File: config.mk
export PLATFORM = sky130hd
export DESIGN_NAME = neuraedge_pe_simd
export DESIGN_NICKNAME = d
export VERILOG_FILES = /design/src/rtl/neuraedge_pe_pkg.sv /design/src/rtl/neuraedge_mac_lane.sv /design/src/rtl/neuraedge_pe_simd.sv
export SDC_FILE = /design/constraint.sdc
export NUM_CORES = 1
export LEC_CHECK = 0
export CAP_MARGIN = 15
export CORE_MARGIN = 3
export CORE_UTILIZATION = 45
export DETAILED_ROUTE_END_ITERATION = 7
export PLACE_DENSITY = 0.65
export SLEW_MARGIN = 20
export SYNTH_ARGS = -nofsm -noshare
export SYNTH_HDL_FRONTEND = slang
export SYNTH_SLANG_ARGS = --single-unit
File: constraint.sdc
create_clock -name clk -period 26.3 [get_ports clk]
set_clock_uncertainty 0.15 [all_clocks]
set_input_delay 5.26 -clock clk [delete_from_list [all_inputs] [get_ports clk]]
set_output_delay 5.26 -clock clk [all_outputs]
set_load 0.05 [all_outputs]
File: src/rtl/neuraedge_pe_pkg.sv
// Shared types and helpers for the NeuraEdge SIMD processing element.
package neuraedge_pe_pkg;

    localparam int unsigned MAX_ACC_W = 64;

    typedef enum logic [1:0] {
        IDLE  = 2'd0,
        ACCUM = 2'd1,
        DRAIN = 2'd2
    } pe_state_e;

    // Largest positive value of a w-bit signed number, zero-extended to MAX_ACC_W.
    function automatic logic [MAX_ACC_W-1:0] sat_max(input int unsigned w);
        return (MAX_ACC_W'(1) << (w - 1)) - MAX_ACC_W'(1);
    endfunction

    // Most negative w-bit signed value; only the low w bits are meaningful.
    function automatic logic [MAX_ACC_W-1:0] sat_min(input int unsigned w);
        return MAX_ACC_W'(1) << (w - 1);
    endfunction

    function automatic int unsigned lane_lsb(input int unsigned lane, input int unsigned w);
        return lane * w;
    endfunction

endpackage

File: src/rtl/neuraedge_mac_lane.sv
// One signed MAC lane: multiply, extend, saturating/wrapping add, accumulator and sticky overflow flag.
module neuraedge_mac_lane
    import neuraedge_pe_pkg::*;
#(
    parameter int unsigned DATA_WIDTH   = 8,
    parameter int unsigned WEIGHT_WIDTH = 8,
    parameter int unsigned ACCUM_WIDTH  = 32,
    parameter int unsigned SATURATE     = 1
) (
    input  logic                           clk,
    input  logic                           rst,
    input  logic signed [DATA_WIDTH-1:0]   data,
    input  logic signed [WEIGHT_WIDTH-1:0] weight,
    input  logic                           en,
    input  logic                           load,
    input  logic                           acc,
    output logic signed [ACCUM_WIDTH-1:0]  accum,
    output logic                           sat_flag
);

    localparam int unsigned PROD_W = DATA_WIDTH + WEIGHT_WIDTH;
    localparam int unsigned SUM_W  = ACCUM_WIDTH + 1;
    localparam logic [ACCUM_WIDTH-1:0] ACC_MAX = ACCUM_WIDTH'(sat_max(ACCUM_WIDTH));
    localparam logic [ACCUM_WIDTH-1:0] ACC_MIN = ACCUM_WIDTH'(sat_min(ACCUM_WIDTH));

    logic signed [PROD_W-1:0]      product;
    logic signed [SUM_W-1:0]       prod_ext;
    logic signed [SUM_W-1:0]       sum;
    logic                          overflow;
    logic        [ACCUM_WIDTH-1:0] sum_next;

    assign product  = data * weight;
    assign prod_ext = SUM_W'(product);
    assign sum      = SUM_W'(accum) + prod_ext;
    assign overflow = sum[SUM_W-1] ^ sum[SUM_W-2];

    // Clamp toward the sign of the true (ACCUM_WIDTH+1)-bit sum.
    always_comb begin
        sum_next = sum[ACCUM_WIDTH-1:0];
        if (SATURATE != 0 && overflow) begin
            sum_next = sum[SUM_W-1] ? ACC_MIN : ACC_MAX;
        end
    end

    always_ff @(posedge clk) begin
        if (rst) begin
            accum    <= '0;
            sat_flag <= 1'b0;
        end else if (en) begin
            if (load) begin
                accum    <= ACCUM_WIDTH'(product);
                sat_flag <= 1'b0;
            end else if (acc) begin
                accum <= sum_next;
                if (overflow) begin
                    sat_flag <= 1'b1;
                end
            end
        end
    end

endmodule

File: src/rtl/neuraedge_pe_simd.sv
// Multi-lane systolic PE: broadcast activation, per-lane MAC, forwarding stage and valid/ready result drain.
module neuraedge_pe_simd
    import neuraedge_pe_pkg::*;
#(
    parameter int unsigned DATA_WIDTH   = 8,
    parameter int unsigned WEIGHT_WIDTH = 8,
    parameter int unsigned ACCUM_WIDTH  = 32,
    parameter int unsigned LANES        = 4,
    parameter int unsigned SATURATE     = 1
) (
    input  logic                            clk,
    input  logic                            rst,
    input  logic [DATA_WIDTH-1:0]           data_in,
    input  logic [LANES*WEIGHT_WIDTH-1:0]   weight_in,
    input  logic                            data_valid,
    input  logic                            start,
    input  logic                            last,
    output logic [DATA_WIDTH-1:0]           data_out,
    output logic [LANES*WEIGHT_WIDTH-1:0]   weight_out,
    output logic                            data_valid_out,
    output logic                            start_out,
    output logic                            last_out,
    output logic [LANES*ACCUM_WIDTH-1:0]    accum_out,
    output logic                            accum_valid,
    input  logic                            accum_ready,
    output logic [LANES-1:0]                sat_flag,
    output logic                            overrun,
    output logic                            busy
);

    pe_state_e state_q, state_d;
    logic      load_c, acc_c, overrun_c;
    logic      start_beat;

    assign start_beat = data_valid && start;

    // Forwarding stage to the next PE; never stalled.
    always_ff @(posedge clk) begin
        if (rst) begin
            data_out       <= '0;
            weight_out     <= '0;
            data_valid_out <= 1'b0;
            start_out      <= 1'b0;
            last_out       <= 1'b0;
        end else begin
            data_out       <= data_in;
            weight_out     <= weight_in;
            data_valid_out <= data_valid;
            start_out      <= start;
            last_out       <= last;
        end
    end

    always_ff @(posedge clk) begin
        if (rst) begin
            state_q     <= IDLE;
            accum_valid <= 1'b0;
            busy        <= 1'b0;
            overrun     <= 1'b0;
        end else begin
            state_q     <= state_d;
            accum_valid <= (state_d == DRAIN);
            busy        <= (state_d != IDLE);
            overrun     <= overrun_c;
        end
    end

    always_comb begin
        state_d   = state_q;
        load_c    = 1'b0;
        acc_c     = 1'b0;
        overrun_c = 1'b0;
        unique case (state_q)
            IDLE: begin
                if (start_beat) begin
                    load_c  = 1'b1;
                    state_d = last ? DRAIN : ACCUM;
                end
            end
            ACCUM: begin
                if (start_beat) begin
                    load_c  = 1'b1;
                    state_d = last ? DRAIN : ACCUM;
                end else if (data_valid) begin
                    acc_c = 1'b1;
                    if (last) begin
                        state_d = DRAIN;
                    end
                end
            end
            DRAIN: begin
                // Result is held until the collector takes it; a start in the
                // handshake cycle chains straight into the next tile.
                if (accum_ready) begin
                    if (start_beat) begin
                        load_c  = 1'b1;
                        state_d = last ? DRAIN : ACCUM;
                    end else begin
                        state_d = IDLE;
                    end
                end else if (start_beat) begin
                    overrun_c = 1'b1;
                end
            end
            default: state_d = IDLE;
        endcase
    end

    for (genvar i = 0; i < LANES; i++) begin : g_lane
        neuraedge_mac_lane #(
            .DATA_WIDTH  (DATA_WIDTH),
            .WEIGHT_WIDTH(WEIGHT_WIDTH),
            .ACCUM_WIDTH (ACCUM_WIDTH),
            .SATURATE    (SATURATE)
        ) u_lane (
            .clk     (clk),
            .rst     (rst),
            .data    (data_in),
            .weight  (weight_in[lane_lsb(i, WEIGHT_WIDTH) +: WEIGHT_WIDTH]),
            .en      (data_valid),
            .load    (load_c),
            .acc     (acc_c),
            .accum   (accum_out[lane_lsb(i, ACCUM_WIDTH) +: ACCUM_WIDTH]),
            .sat_flag(sat_flag[i])
        );
    end

endmodule
==> results.md <==
* Post-synthesis sequential area ratio at 15.1%
* Die Area at 55700 µm²
* Min-Delay Path Class: reg -> reg
* Mean Syn Cell Area at 8.33 µm²
* Largest net degree at the start of global routing at 117
* CP max stage delay at 1.00 ns
* CTS clock-pin slew for the worst setup and hold paths at 0.07 ns
* Final RePlAce weighted congestion at 0.868
* Final worst slack at 12.46 ns
* Cell variety after synth at 82
* Initial Util at 45.9%
* Initial antenna violation count at 0
* Global-route wire length before repair at 109000 µm
* Worst path most repeated cell: fa_1
* Root Buffer: clkbuf_16
* Crit start category: primary input
* Via-to-Cell Ratio at 5.57
* Vias in the first global route at 20.8k
* Boundary pin count at 224
* Site Rows at 83
* Worst rel slew slack at 28.1%
* Layout net count at 3513
* Max_cap viols at 0
* Grt ovf at 0
* Pre-CTS WS at 11.79 ns
* Die W at 236 µm
* H-tree Lvls at 4
* # fillers at 4792
* Maximum fanout along the worst path at 33
* Post-CTS resize count at 0
* Hold_buf cts at 0
* DRC errors left at 0
* # Post-CTS Setup Buffers at 0
* DR WL/cell at 17.9 µm
* CTS Buf Count at 17
* Tmin final at 13.84 ns
* Upper clock frequency limit at 0.0723 GHz
* Critical path arrival at 14.09 ns
* Worst setup path class: in -> reg
* Drt total wl at 65800 µm
* Starting DRT DRC Count at 1227
* Worst path slowest cell: o41ai_4
* Fin. Hold Viols at 0
* HPWL Detailed at 50000 µm
* Die span in y at 236 µm
* Layout cells sized above 1 at 3.69%
* Cell Area, Synth at 23800 µm²
* Top_reg_cell synth: dfxtp_1
* PortBufs at 223
* CP Capture Type: flip-flop
* Syn nets at 3375
* Fin crit share at 52.6%
* EDFF count, synth at 0
* Async S/R FF share, synth at 0%
* Gr usage total at 23.9%
* YS warnings at 0
* Outcome: finished, final reports clean
* Slew Viols, Final at 0
* Clock Tree Buf Depth at 2
* Total number of vias at 20.5k
* CTS Sinks at 180
* RSZ-0062 raised after global routing: no
* Mapped Cells at 2857
* Clock Latency Late Sink at 0.52 ns
* Worst-Margin Slew at 1.07 ns
* DR pass1 iterations at 5
* WP data required at 26.55 ns
* Final ANT Viol Nets at 0
* TritonCTS clock tree: done
* Fin Setup TNS at 0 ns
* Area growth from synthesis to layout at 14.2%
* Post-synthesis register bit count at 180
* Final setup fails at 0
* Core area at 51800 µm²
[flip-flops by register name, indices dropped and copies added (netlist names)]
name,count
data_valid_out,1
busy,1
data_out,8
accum_valid,1
start_out,1
weight_out,32
last_out,1
state_q,2
g_lane.u_lane.sat_flag,4
overrun,1
g_lane.u_lane.accum,128
[metrics by stage]
step                cells  cell area [µm²]  hold slack, ns  utilization, %
CTS                  3687            27100           0.353            52.4
global placement     3656            26600           0.301            51.2
detailed placement   3656            26600           0.327            51.2
finish               3688            27200           0.347            52.4
global route         3687            27200           0.378            52.4
floorplan            2857            23800           0.271               -
[placed cells by master (no fill, tap or decap), drive strengths merged, types with 21 or more instances in the layout]
master         netlist  final
a2111oi             29     29
a211oi             123    123
a21o                81     81
a21oi              166    166
a31oi               21     21
and2               179    179
clkbuf             104     21
clkdlybuf4s50        0    222
dfxtp              180    180
fa                 224    224
ha                 248    248
inv                363    366
nand2              216    216
nand3               58     58
nor2               190    190
nor2b               80     80
nor3                35     35
o21a                26     26
o21ai               85     85
o21bai              24     24
o22ai               22     22
xnor2              117    117
xor2                59     59
[area by class of cell]
cell class / count / area [µm²] / area share [%]
clock inverter: 10 / 123 / 0.451
sequential: 180 / 3600 / 13.3
inverter: 363 / 1360 / 5.01
multi-input combinational: 2191 / 18400 / 67.7
clock buffer: 21 / 460 / 1.69
antenna: 1 / 2.50 / 0.00921
timing repair buffer: 242 / 2380 / 8.75
tap: 680 / 851 / 3.13
[cell families after synthesis]
group                      after synthesis  share of synthesized area [%]
AOI/OAI and AO/OA                      693                           20.7
xor gates and xnor gates               176                           6.48
adders and majority gates              474                           32.0
buffers and inverters                  486                           7.90
DFF                                    180                           15.1
muxes                                    6                          0.279
and+or+nand+nor                        842                           17.6
[Yosys cell counts (all sizes together) (21+ instances only)]
cell / count / area (µm²)
nand2: 216 / 811
o22ai: 22 / 138
fa: 224 / 4480
a21o: 81 / 608
nand3: 58 / 290
xnor2: 117 / 1020
o21a: 26 / 195
nor2: 190 / 713
nor2b: 80 / 500
ha: 248 / 3100
o21ai: 85 / 425
a2111oi: 29 / 319
a21oi: 166 / 842
xor2: 59 / 517
clkbuf: 104 / 390
dfxtp: 180 / 3600
o21bai: 24 / 180
and2: 179 / 1120
a211oi: 123 / 1030
nor3: 35 / 180
a31oi: 21 / 131
inv: 363 / 1360
[routing by layer]
layer,vias up,track usage (%),share of wire (%)
li1,9993,-,-
met3,56,5.24,6.2
met4,0,6.01,1.5
met5,-,0,0
met2,555,36.7,44
met1,9944,34.0,48
[critical path, delay by kind of cell]
family	cells	cell delay (ns)
AO/OA/AOI/OAI	13	4.43
XOR/XNOR	1	0.59
adder cells (fa/ha/maj)	6	2.51
buffers and inverters	5	1.03
AND/OR/NAND/NOR	2	0.24
[worst paths after layout]
check / slack [ns] / cells past startpoint / to / start
worst min register to register: 0.35 / 1 / g_lane[2].u_lane.sat_flag$_SDFFE_PP0P_ / g_lane[2].u_lane.sat_flag$_SDFFE_PP0P_
worst max register to register: 21.72 / 11 / g_lane[0].u_lane.accum[16]$_SDFFE_PP0P_ / g_lane[0].u_lane.accum[0]$_SDFFE_PP0P_
worst max-delay path: 12.46 / 27 / g_lane[0].u_lane.accum[16]$_SDFFE_PP0P_ / data_in[3]
worst min-delay path: 0.35 / 1 / g_lane[2].u_lane.sat_flag$_SDFFE_PP0P_ / g_lane[2].u_lane.sat_flag$_SDFFE_PP0P_
Power is not shown: default switching activity piles up to over one toggle a cycle in this logic, so the estimate is an artifact.
==> RTL edit 1: new RTL, same settings <==
`SATURATE` is set to 1 in 2 places; all go to 0.
--- a/src/rtl/neuraedge_mac_lane.sv
+++ b/src/rtl/neuraedge_mac_lane.sv
@@ -5,7 +5,7 @@
     parameter int unsigned DATA_WIDTH   = 8,
     parameter int unsigned WEIGHT_WIDTH = 8,
     parameter int unsigned ACCUM_WIDTH  = 32,
-    parameter int unsigned SATURATE     = 1
+    parameter int unsigned SATURATE     = 0
 ) (
     input  logic                           clk,
     input  logic                           rst,
--- a/src/rtl/neuraedge_pe_simd.sv
+++ b/src/rtl/neuraedge_pe_simd.sv
@@ -6,7 +6,7 @@
     parameter int unsigned WEIGHT_WIDTH = 8,
     parameter int unsigned ACCUM_WIDTH  = 32,
     parameter int unsigned LANES        = 4,
-    parameter int unsigned SATURATE     = 1
+    parameter int unsigned SATURATE     = 0
 ) (
     input  logic                            clk,
     input  logic                            rst,
Check against the original RTL: no difference found for any inputs over 4 cycles, from zero or initial values and one cycle with rst high; that may be too few to reach the edited logic, so the function may still have changed.
==> RTL edit 1 against the unedited design <==
  * Wire length down 2.3%
  * Worst setup slack better by 1.1 ns
  * Count of clock-buffer cells in the layout unchanged
  * Area after synthesis decreased by 5.1%
  * Critical path type unchanged
  * Sequential cell count stayed put
  * Final area decreased by 4.2%
Power is left out: the tool's default activity adds up to more than one toggle a clock period on the data nets, which glitch-free logic cannot reach.
==> RTL edit 1: results (changes against the unedited design) <==
| Metric | Value |
|---|---|
| Status | complete, no violations (unchanged) |
| Crit Reg-Reg Endpoint | g_lane[1].u_lane.accum[30] (was g_lane[0].u_lane.accum[16]) |
| Yosys cell types | 86 (was 82) |
| Largest regs | g_lane.u_lane.accum (128), weight_out (32), data_out (8) (unchanged) |
| Initial antenna violation count | 0 (unchanged) |
| DR WL/cell | 18.06 um (was 17.85 um) |
| Worst-margin pin slew | 1.058 ns (was 1.075 ns) |
| Final GP Congestion | 0.8876 (was 0.8684) |
| Synth Area in Compound Gates | 18.11% (was 20.65%) |
| Syn_nets | 3231 (was 3375) |
| H-tree depth | 4 (unchanged) |
| Max incr delay on CP | 0.56 ns (was 1.00 ns) |
| Hpwl dp | 49030 um (was 49970 um) |
| Crit Reg-Reg Startpoint | g_lane[1].u_lane.accum[0] (was g_lane[0].u_lane.accum[0]) |
| Asr flop ratio synth | 0% (unchanged) |
| GRT Total Usage | 24.11% (was 23.85%) |
| Via/cell ratio | 5.521 (was 5.572) |
| First-pass GRT wire length | 103000 um (was 109300 um) |
| Dpl cell area | 25450 sq um (was 26560 sq um) |
| WP data arrival | 12.98 ns (was 14.09 ns) |
| Clk root buf | clkbuf_16 (unchanged) |
| Critical path endpoint | g_lane[3].u_lane.sat_flag (was g_lane[0].u_lane.accum[16]) |
| Synth area leaders | fa_1, dfxtp_1, ha_1, inv_1, and2_1 (unchanged) |
| R2R Setup Slk | 22.78 ns (was 21.72 ns) |
| Worst-case clock buffer depth | 2 (unchanged) |
| Net count, final | 3397 (was 3513) |
| Post-Synth XOR/XNOR Area | 6.634% (was 6.481%) |
| Hold crit path type | register to register (unchanged) |
| Mux cell area share after synthesis | 0.3381% (was 0.2788%) |
| Share of cells above drive strength 1 | 3.384% (was 3.691%) |
| Ys Warns | 0 (unchanged) |
| Peak fanout along the critical path | 33 (unchanged) |
| Hold endpoint | g_lane[1].u_lane.sat_flag (was g_lane[2].u_lane.sat_flag) |
| # resized after CTS | 0 (unchanged) |
| Setup bufs post-CTS | 0 (unchanged) |
| Hold Startpoint | g_lane[1].u_lane.sat_flag (was g_lane[2].u_lane.sat_flag) |
| Hold depth | 2 (was 1) |
| Commonest cells post-synth | inv_1, ha_1, fa_1 (unchanged) |
| Clk slew on worst S/H paths | 0.07 ns (about the same) |
| DR pass1 iterations | 6 (was 5) |
| Post-synthesis sequential area ratio | 15.96% (was 15.15%) |
| Adder-cell area share of the yosys netlist | 33.39% (was 31.98%) |
| Starting DRT DRC Count | 1007 (was 1227) |
| Vias in the first global route | 20006 (was 20825) |
| Critical path's slowest cell | fa_1 (was o41ai_4) |
| Crit path launch | data_in[6] (was data_in[3]) |
| IO buf count | 223 (unchanged) |
| CTS buffer count | 17 (unchanged) |
| Largest net degree at the start of global routing | 75 (was 117) |
| Reg2reg path depth | 11 (unchanged) |
| Predominant post-synthesis flop cell | dfxtp_1 (unchanged) |
| Clock latency on the worst-skew pair | 0.50 ns (was 0.52 ns) |
==> RTL edit 1: changes by cell type after synthesis, sizes merged, moves of 9 or more <==
cell	before	now
nand2b	13	29
nand3	58	40
a21o	81	61
a211oi	123	27
nand2	216	206
xnor2	117	108
a21oi	166	198
o21a	26	17
o21ai	85	103
a211o	16	7
clkbuf	104	85
==> RTL edit 1: final cells by class <==
class	instances	area, sq um
clock buffers	21	460.4
well taps	664	830.8
flip-flops and latches	180	3603
fillers	4724	23230
inverters	362	1359
clock inverters	11	117.6
multi-input cells	2078	17270
repair buffers	244	2387
diodes	1	2.502
==> RTL edit 1: routing by layer <==
| layer | global-route usage, % | wire [um] | part of all wire [%] |
|---|---|---|---|
| met5 | 0 | 0 | 0 |
| met4 | 8.028 | 1717 | 2.7 |
| met3 | 4.299 | 2775 | 4.3 |
| met2 | 43.51 | 33110 | 51 |
| met1 | 28.91 | 26720 | 42 |
==> RTL edit 1: kinds of logic (layout without fill, tap and decap cells) <==
family,Yosys count,count (layout)
DFF,180,180
muxes,7,7
adders and majority gates,468,468
AOI/OAI and AO/OA,622,622
and+or+nand+nor,810,810
other,0,1
buffers and inverters,459,638
xor gates and xnor gates,171,171
==> RTL edit 1: through the flow <==
step                      cells  setup WS, ns  hold slack, ns  util, %
after floorplan            2717         14.10          0.2668        -
after global routing       3560         13.17          0.3177    52.84
final                      3561         13.54          0.3286    52.85
after CTS                  3560         13.63          0.3078    52.84
after detailed placement   3528         13.08          0.2982    51.67
after global placement     3528         13.21          0.2961    51.67
==> RTL edit 1: worst max-delay path, delay by kind of cell <==
kind,cells,cell delay [ns]
adder cells (fa/ha/maj),6,2.91
multiplexers,1,0.19
AND/OR/NAND/NOR,6,1.21
AO/OA/AOI/OAI,8,1.67
buffers and inverters,6,1.38
XOR/XNOR,1,0.37
==> RTL edit 2: new RTL, same settings <==
Made on the original files. Register the output `sat_flag`, without a reset; this adds one clock of latency there. The other outputs are not delayed to match.
--- a/src/rtl/neuraedge_pe_simd.sv
+++ b/src/rtl/neuraedge_pe_simd.sv
@@ -27,6 +27,8 @@
     output logic                            overrun,
     output logic                            busy
 );
+
+    logic [LANES-1:0] sat_flag_d;
 
     pe_state_e state_q, state_d;
     logic      load_c, acc_c, overrun_c;
@@ -121,8 +123,12 @@
             .load    (load_c),
             .acc     (acc_c),
             .accum   (accum_out[lane_lsb(i, ACCUM_WIDTH) +: ACCUM_WIDTH]),
-            .sat_flag(sat_flag[i])
+            .sat_flag(sat_flag_d[i])
         );
     end
 
+    always_ff @(posedge clk) begin
+        sat_flag <= sat_flag_d;
+    end
+
 endmodule
Function: same outputs for any inputs over 4 cycles, from zero or initial values and one cycle with rst high; that may be too few to reach the edited logic, so the function may still have changed.
==> RTL edit 2 against the unedited design <==
  * Wire length shrank 1.2%
  * Hold slack got worse by 0.14 ns
  * Global-route usage is 0.28 points higher
  * Critical path depth is 3 higher
  * Count of clock-buffer cells in the layout shrank 2
  * Worst setup slack better by 0.19 ns
  * Via count shrank 1.9%
  * Sequential cell count up 4
  * Final area decreased by 1.4%
  * Area after synthesis fell by 1.6%
  * Synthesized cell count shrank 2.1%
  * Critical path type unchanged
Power is not shown: default switching activity piles up to over one toggle a cycle in this logic, so the estimate is an artifact.
==> RTL edit 2: results (changes against the unedited design) <==
| Metric | Value |
|---|---|
| Filler Cells Inserted | 4744 (was 4792) |
| Critical path endpoint | g_lane[1].u_lane.accum[1] (was g_lane[0].u_lane.accum[16]) |
| Crit Reg-Reg Startpoint | g_lane[3].u_lane.accum[0] (was g_lane[0].u_lane.accum[0]) |
| Synth Area in Compound Gates | 19.61% (was 20.65%) |
| Adder-cell area share of the yosys netlist | 32.45% (was 31.98%) |
| Largest net degree at the start of global routing | 86 (was 117) |
| Net count, final | 3471 (was 3513) |
| Syn_nets | 3315 (was 3375) |
| Crit share post-route | 51.89% (was 52.62%) |
| Post-synthesis sequential area ratio | 15.73% (was 15.15%) |
| Clock latency on the worst-skew pair | 0.50 ns (was 0.52 ns) |
| Yosys cell types | 87 (was 82) |
| Hold crit path type | register to register (unchanged) |
| First-pass GRT wire length | 105800 um (was 109300 um) |
| Largest regs | g_lane.u_lane.accum (128), weight_out (32), data_out (8) (unchanged) |
| Predominant post-synthesis flop cell | dfxtp_1 (unchanged) |
| Vias in the first global route | 20852 (was 20825) |
| Status | complete, no violations (unchanged) |
| R2R Setup Slk | 21.95 ns (was 21.72 ns) |
| DR WL/cell | 17.89 um (was 17.85 um) |
| Crit path launch | data_in[5] (was data_in[3]) |
| Worst Setup End Kind | register (unchanged) |
| Final GP Congestion | 0.9121 (was 0.8684) |
| Peak fanout along the critical path | 33 (unchanged) |
| Critical path's slowest cell | o41ai_1 (was o41ai_4) |
| Critical path class | input port to register (unchanged) |
| Synth area leaders | fa_1, dfxtp_1, ha_1, inv_1, and2_1 (unchanged) |
| Starting DRT DRC Count | 1017 (was 1227) |
| Pre-CTS setup slack | 12.22 ns (was 11.79 ns) |
| Reg2reg path depth | 12 (was 11) |
| Clk root buf | clkbuf_16 (unchanged) |
| DR pass1 iterations | 6 (was 5) |
| Post-Synth XOR/XNOR Area | 6.510% (was 6.481%) |
| N_diodes | 0 (was 1) |
| CTS buffer count | 17 (unchanged) |
| Max incr delay on CP | 0.68 ns (was 1.00 ns) |
| Asr flop ratio synth | 0% (unchanged) |
| WP data arrival | 13.92 ns (was 14.09 ns) |
| Slew margin rel. | 34.07% (was 28.12%) |
| Hpwl dp | 50460 um (was 49970 um) |
| Mux cell area share after synthesis | 0.2779% (was 0.2788%) |
| Setup bufs post-CTS | 0 (unchanged) |
| DR vias | 20152 (was 20548) |
| Number of flip-flops under the largest register name | 128 (unchanged) |
| Crit Reg-Reg Endpoint | g_lane[3].u_lane.accum[19] (was g_lane[0].u_lane.accum[16]) |
| Share of cells above drive strength 1 | 3.844% (was 3.691%) |
| GRT Total Usage | 24.13% (was 23.85%) |
| Commonest cells post-synth | inv_1, ha_1, fa_1 (unchanged) |
| Post-synth EDFFs | 0 (unchanged) |
| Worst-case clock buffer depth | 2 (unchanged) |
| Initial antenna violation count | 0 (unchanged) |
| IO buf count | 223 (unchanged) |
## RTL edit 2: cell count changes after synthesis, moves of 15 or more
cell       delta
a2111oi_0    -16
a211oi_1     -43
a211oi_2     -17
a21o_1       -26
a21oi_1      +15
clkbuf_1     -15
nand3_1      -21
nor2_1       -39
o211a_1      +25
o21ai_0      +26
o22ai_1      -15
## RTL edit 2: cell type report
| type | instances | area share [%] |
|---|---|---|
| clock buffer | 19 | 1.653 |
| clock inverter | 13 | 0.4109 |
| inverter | 372 | 5.211 |
| multi-input combinational | 2135 | 66.96 |
| sequential | 184 | 13.75 |
| tap | 672 | 3.138 |
| timing repair buffer | 243 | 8.880 |
## RTL edit 2: critical path: cells and delay by family
| kind | cells | cell delay [ns] |
|---|---|---|
| fa+ha+maj | 6 | 2.83 |
| compound gates | 9 | 2.68 |
| simple gates | 7 | 1.81 |
| buf+inv | 7 | 0.94 |
| xor+xnor | 1 | 0.36 |
## RTL edit 2: worst min-delay path by stage
stage                              start          end  slack [ns]  cells past startpoint
3_5_place_dp   g_lane[3].u_lane.sat_flag  sat_flag[3]        0.20                      0
2_1_floorplan  g_lane[0].u_lane.sat_flag  sat_flag[0]        0.18                      0
4_1_cts        g_lane[3].u_lane.sat_flag  sat_flag[3]        0.21                      0
5_1_grt        g_lane[3].u_lane.sat_flag  sat_flag[3]        0.21                      0
6_report       g_lane[3].u_lane.sat_flag  sat_flag[3]        0.21                      0
3_3_place_gp   g_lane[3].u_lane.sat_flag  sat_flag[3]        0.19                      0
## RTL edit 2: cell families (layout without fill, tap and decap cells)
kind of cell               after synthesis  in the layout
adders and majority gates              473            473
muxes                                    6              6
and+or+nand+nor                        812            812
buffers and inverters                  478            647
AOI/OAI and AO/OA                      670            670
xor gates and xnor gates               174            174
DFF                                    184            184
## RTL edit 2: stage by stage
| step | utilization [%] | instances | instance area [sq um] | hold slack (ns) |
|---|---|---|---|---|
| 6_report | 52.77 | 3638 | 26800 | 0.2066 |
| 5_1_grt | 52.77 | 3638 | 26800 | 0.2119 |
| 4_1_cts | 52.74 | 3638 | 26780 | 0.2081 |
| 3_5_place_dp | 51.65 | 3606 | 26230 | 0.1964 |
| 3_3_place_gp | 51.65 | 3606 | 26230 | 0.1935 |
| 2_1_floorplan | - | 2797 | 23410 | 0.1814 |
## RTL edit 2: layer usage
layer	GRT usage, %	routed length [um]	vias to the layer above
li1	-	-	9778
met5	0	0	-
met1	28.52	27010	9837
met2	44.17	33580	445
met3	4.167	2915	92
met4	7.900	1579	0
